$ cat config.mk
export PLATFORM = sky130hd
export DESIGN_NAME = tx_frame_padder_flat
export DESIGN_NICKNAME = d
export VERILOG_FILES = /design/src/rtl/tx_frame_padder_if.sv /design/src/rtl/tx_frame_padder.sv /design/src/flat_wrapper.sv
export SDC_FILE = /design/constraint.sdc
export NUM_CORES = 1
export LEC_CHECK = 0
export CAP_MARGIN = 20
export CORE_MARGIN = 1.5
export CORE_UTILIZATION = 43
export CTS_CLUSTER_DIAMETER = 100
export DETAILED_ROUTE_END_ITERATION = 8
export GPL_TIMING_DRIVEN = 0
export PLACE_DENSITY_LB_ADDON = 0.12
export REMOVE_ABC_BUFFERS = 1
export SLEW_MARGIN = 20
export SYNTH_ARGS = -nofsm -noshare
export SYNTH_HDL_FRONTEND = slang
export SYNTH_SLANG_ARGS = --single-unit
$ cat constraint.sdc
create_clock -name user_clk -period 2.9 [get_ports user_clk]
set_input_delay 0.29 -clock user_clk [delete_from_list [all_inputs] [get_ports user_clk]]
set_output_delay 0.29 -clock user_clk [all_outputs]
set_load 0.1 [all_outputs]
$ cat src/rtl/tx_frame_padder_if.sv
// 64-bit AXI4-Stream bundle shared by the padder's input and output ports.
// master drives data/valid/last, slave drives ready.
interface tx_frame_padder_if;
  logic [63:0] tdata;
  logic [7:0]  tkeep;
  logic        tvalid;
  logic        tlast;
  logic        tready;

  modport master (
    output tdata, tkeep, tvalid, tlast,
    input  tready
  );

  modport slave (
    input  tdata, tkeep, tvalid, tlast,
    output tready
  );
endinterface

$ cat src/rtl/tx_frame_padder.sv
// Pads short Ethernet frames to 60 bytes ahead of the TX store-and-forward.
// Optional padded-frame counter enabled with `define ETH_PAD_STATS_EN.
module tx_frame_padder (
  input  logic                user_clk,
  input  logic                aresetn,
  tx_frame_padder_if.slave    s_axis,
  tx_frame_padder_if.master   m_axis
`ifdef ETH_PAD_STATS_EN
  ,
  output logic [31:0]         padded_frame_cnt
`endif
);

  localparam logic [0:0] PASS = 1'b0;
  localparam logic [0:0] PAD  = 1'b1;

  logic [0:0]  state;
  logic [3:0]  idx;
  logic [63:0] q_data;
  logic [7:0]  q_keep;
  logic        q_last;
  logic        q_valid;

  logic        load;
  logic        accept;
  logic        short_last;
  logic        to_pad;
  logic        pad_done;
  logic [3:0]  idx_inc;
  logic [63:0] masked;

  assign m_axis.tdata  = q_data;
  assign m_axis.tkeep  = q_keep;
  assign m_axis.tlast  = q_last;
  assign m_axis.tvalid = q_valid;

  assign load = !q_valid | m_axis.tready;

  assign s_axis.tready = load & (state == PASS) & aresetn;

  assign accept = s_axis.tvalid & s_axis.tready;

  // A last beat is short if it ends before byte 60 of the frame
  assign to_pad = s_axis.tlast & (idx < 4'd7);
  assign short_last = s_axis.tlast &
    ((idx < 4'd7) | ((idx == 4'd7) & !s_axis.tkeep[3]));

  assign pad_done = (state == PAD) & (idx == 4'd7);
  assign idx_inc  = (idx == 4'd8) ? 4'd8 : idx + 4'd1;

  always_comb begin
    masked = '0;
    for (int b = 0; b < 8; b++) begin
      if (s_axis.tkeep[b]) begin
        masked[8*b +: 8] = s_axis.tdata[8*b +: 8];
      end
    end
  end

  always_ff @(posedge user_clk or negedge aresetn) begin
    if (!aresetn) begin
      state   <= PASS;
      idx     <= '0;
      q_data  <= '0;
      q_keep  <= '0;
      q_last  <= 1'b0;
      q_valid <= 1'b0;
    end else if (load) begin
      unique case (1'b1)
        state == PAD: begin
          q_valid <= 1'b1;
          q_data  <= '0;
          q_keep  <= pad_done ? 8'h0F : 8'hFF;
          q_last  <= pad_done;
          idx     <= pad_done ? 4'd0 : idx_inc;
          state   <= pad_done ? PASS : PAD;
        end
        accept: begin
          q_valid <= 1'b1;
          if (short_last) begin
            q_data <= masked;
            q_keep <= to_pad ? 8'hFF : 8'h0F;
            q_last <= !to_pad;
            state  <= to_pad ? PAD : PASS;
          end else begin
            q_data <= s_axis.tdata;
            q_keep <= s_axis.tkeep;
            q_last <= s_axis.tlast;
          end
          idx <= (s_axis.tlast & !to_pad) ? 4'd0 : idx_inc;
        end
        default: begin
          q_valid <= 1'b0;
        end
      endcase
    end
  end

`ifdef ETH_PAD_STATS_EN
  always_ff @(posedge user_clk or negedge aresetn) begin
    if (!aresetn) begin
      padded_frame_cnt <= '0;
    end else if (accept & short_last) begin
      padded_frame_cnt <= padded_frame_cnt + 32'd1;
    end
  end
`endif

endmodule
$ cat src/flat_wrapper.sv
// flat-port wrapper written by rule: the top's interface ports become plain ports
module tx_frame_padder_flat 
  (user_clk, aresetn, s_axis_tdata, s_axis_tkeep, s_axis_tvalid, s_axis_tlast, s_axis_tready, m_axis_tdata, m_axis_tkeep, m_axis_tvalid, m_axis_tlast, m_axis_tready);
  tx_frame_padder_if s_axis_i ();
  tx_frame_padder_if m_axis_i ();
  input  logic user_clk;
  input  logic aresetn;
  input wire logic [$bits(s_axis_i.tdata)-1:0] s_axis_tdata;
  input wire logic [$bits(s_axis_i.tkeep)-1:0] s_axis_tkeep;
  input wire logic [$bits(s_axis_i.tvalid)-1:0] s_axis_tvalid;
  input wire logic [$bits(s_axis_i.tlast)-1:0] s_axis_tlast;
  output wire logic [$bits(s_axis_i.tready)-1:0] s_axis_tready;
  output wire logic [$bits(m_axis_i.tdata)-1:0] m_axis_tdata;
  output wire logic [$bits(m_axis_i.tkeep)-1:0] m_axis_tkeep;
  output wire logic [$bits(m_axis_i.tvalid)-1:0] m_axis_tvalid;
  output wire logic [$bits(m_axis_i.tlast)-1:0] m_axis_tlast;
  input wire logic [$bits(m_axis_i.tready)-1:0] m_axis_tready;
  assign s_axis_i.tdata = s_axis_tdata;
  assign s_axis_i.tkeep = s_axis_tkeep;
  assign s_axis_i.tvalid = s_axis_tvalid;
  assign s_axis_i.tlast = s_axis_tlast;
  assign s_axis_tready = s_axis_i.tready;
  assign m_axis_tdata = m_axis_i.tdata;
  assign m_axis_tkeep = m_axis_i.tkeep;
  assign m_axis_tvalid = m_axis_i.tvalid;
  assign m_axis_tlast = m_axis_i.tlast;
  assign m_axis_i.tready = m_axis_tready;
  tx_frame_padder u_core (.user_clk(user_clk), .aresetn(aresetn), .s_axis(s_axis_i), .m_axis(m_axis_i));
endmodule
==> impl_metrics.py <==
metrics = {
    "outcome": {
        "status": "complete, no violations",
    },
    "finish": {
        "syn_to_final_growth_pct": 58.6,
        "finalNetCount": 452,
        "insertedDiodeCount": 0,
        "drive_above_1_share": 0.0820,
        "stdcell_area_um2": 4940,
    },
    "clock_network": {
        "cts-root-buf": "clkbuf_8",
        "clockBufferDepth": 2,
        "htreeDepth": 3,
        "tritoncts": "done",
        "clk_pin_slew_worst_paths_ps": 80,
        "post_cts_buffers": 0,
        "insertion_delay_ps": 350,
        "clock-sinks": 79,
        "cts_buffers": 9,
    },
    "global_routing": {
        "grt_usage": 0.215,
        "grt_start_max_net_pins": 67,
        "grt-ovfl-total": 0,
        "antenna_found_initial": 0,
        "grt_pass1_vias": 2560,
        "grt_pass1_wl_um": 12400,
    },
    "timing": {
        "fin_skew_ps": 9.99,
        "final_hold_viol_count": 0,
        "fin_crit_sh": 0.908,
        "slew_viol_final": 0,
        "fmax_mhz": 380,
        "hold_ws_ps": 493,
        "rsz0062_at_grt": "false",
        "fin_setup_tns_ps": 0,
        "maxSlewHeadroom": 0.315,
        "setup_viol": 0,
        "period_needed_ps": 2630,
        "tightest_slew_ps": 1020,
    },
    "logic_synthesis": {
        "synthArstFlopShare": 1.00,
        "seq_area_frac_synth": 0.634,
        "synth-simple-area-share": 0.0610,
        "synth-adder-area-share": 0.00803,
        "synth_compound_area_frac": 0.255,
        "synth_top_family_by_area": "compound AO/OA/AOI/OAI gates",
        "syn_avg_cell_area_um2": 14.2,
        "ys_types": 34,
        "synth-xor-area-share": 0,
        "ys_ff_latch": 79,
        "synth_flop_cell": "dfrtp_1",
        "synth_edf_count": 0,
        "yosys_warnings": 0,
        "syn_inst": 220,
        "muxShareOfSynthArea": 0.00361,
        "syn_area_um2": 3120,
    },
    "run": {
        "max_cap_violations": 0,
    },
    "die": {
        "start_util": 0.451,
        "die-area_um2": 7770,
        "ioPinCount": 152,
        "num_rows": 30,
        "fp.dieW_um": 88.1,
        "die_h_um": 88.1,
        "core_area_um2": 6910,
    },
    "critical_path": {
        "worstSetupPathType": "in -> out",
        "r2r_start": "u_core.m_axis.tvalid",
        "ff2ff_setup_slack_ps": 1030,
        "r2r_end": "u_core.m_axis.tdata[35]",
        "critPathCapture": "s_axis_tready",
        "worstPathMaxFanout": 5,
        "endpoint_kind": "primary output",
        "worstSetupStartpointType": "primary input",
        "critPathLaunch": "aresetn",
        "required_ps": 2610,
        "arrival_ps": 2340,
        "reg2reg_depth": 3,
    },
    "drt": {
        "vias": 2444,
        "post-route-drc-count": 0,
        "detail_route.wl_per_cell_um": 17.1,
        "finalWirelength_um": 8130,
        "drtIter0Drc": 86,
        "vias_per_cell": 5.16,
        "ant_nets": 0,
        "dr.pass1.iters": 4,
    },
    "place": {
        "place.gp.congestion": 0.744,
        "port_buffers": 151,
        "place_area_um2": 4670,
        "dp_hpwl_um": 5700,
    },
    "power_and_ir_drop": {
        "power_frac_seq": 0.424,
        "p_leak_nw": 2.13,
        "p_comb_frac": 0.239,
        "ir_worst_vdd_mv": 0.274,
        "switchingPower_mw": 0.891,
        "power.total_mw": 2.87,
        "power_per_cell_area_nw_per_um2": 580,
        "clkPwrFrac": 0.337,
        "switching_share": 0.311,
        "p_int_mw": 1.98,
    },
    "min_path": {
        "hp-class": "in -> async",
    },
}
-- how the worst min path moves through the flow --
stage / endpoint / slack (ps) / cells after the start / from
2_1_floorplan: u_core.idx[0] / -6 / 0 / aresetn
5_1_grt: u_core.m_axis.tdata[32] / 510 / 3 / aresetn
3_5_place_dp: u_core.m_axis.tdata[32] / 260 / 1 / aresetn
3_3_place_gp: u_core.m_axis.tdata[29] / 490 / 1 / u_core.m_axis.tdata[29]
4_1_cts: u_core.m_axis.tdata[32] / 490 / 3 / aresetn
6_report: u_core.m_axis.tdata[33] / 490 / 3 / aresetn
-- kinds of logic (layout without fill, tap and decap cells) --
| family | after synthesis | after routing |
|---|---|---|
| mux | 1 | 1 |
| compound gates | 94 | 94 |
| flops | 79 | 79 |
| fa+ha+maj | 2 | 2 |
| simple gates | 28 | 28 |
| buf+inv | 16 | 174 |
-- synthesized netlist by cell type, drive strengths merged (3+ instances only) --
library cell	number	area, um^2
a21oi	3	18.8
a22o	64	561
and3	5	31.3
buf	10	95.1
dfrtp	79	1980
inv	4	15.0
nand2	6	22.5
nor4b	3	38.8
o21a	8	65.1
o21ai	5	25.0
o22a	8	70.1
-- power groups by stage --
stage / logic (mW) / clock network, mW / registers (mW)
finish: 0.685 / 0.966 / 1.21
global route: 0.732 / 1.04 / 1.22
CTS: 0.689 / 0.985 / 1.21
detailed placement: 0.683 / 0 / 1.24
global placement: 0.670 / 0 / 1.23
floorplan: 0.194 / 0 / 1.46
-- flip-flops by register name (all words and copies together) (netlist names) --
name	cells
u_core.idx	4
u_core.m_axis.tdata	64
u_core.m_axis.tkeep	8
u_core.m_axis.tlast	1
u_core.m_axis.tvalid	1
u_core.state	1
-- metal layers --
layer,up-vias,track usage,part of all wire
li1,1154,-,-
met1,1200,0.255,0.42
met2,82,0.366,0.51
met3,8,0.0763,0.062
met4,0,0.0696,0.011
met5,-,0,0
-- worst max-delay path, cell delays in order --
cell	delay, ps
dlygate4sd3_1	530
buf_4	170
nor3b_1	190
clkdlybuf4s50_1	1160
-- cell usage in the layout, fill, tap and decap left out, drive strengths merged, types with 2 or more instances in the layout --
cell           Yosys  final
a21oi              3      3
a22o              64     64
and2               2      2
and3               5      5
buf               10      3
bufinv             0      3
clkbuf             2     11
clkdlybuf4s50      0    150
dfrtp             79     79
ha                 2      2
inv                4      4
nand2              6      6
nor2               2      2
nor2b              2      2
nor4b              3      3
o21a               8      8
o21ai              5      5
o22a               8      8
o2bb2ai            2      2
o31ai              2      2
-- through the flow --
step	util	instances	setup WS, ps
final	0.716	474	268
after global routing	0.716	474	182
after CTS	0.715	474	128
after detailed placement	0.676	456	162
after global placement	0.673	455	-2520
after floorplan	-	208	-754
-- what timing repair did --
action	4_1_cts	5_1_grt
endpoints found under the setup margin	0	1
endpoints found under the hold margin	30	0
gates resized for setup	0	1
hold buffers	2	0
-- area by class of cell --
class	count	area, um^2
sequential	79	1980
fill	531	1960
timing repair buffer	154	1570
multi-input combinational	125	1030
clock buffer	11	131
tap	96	120
clock inverter	5	106
inverter	4	15.0
(Power assumes the default switching activity.)
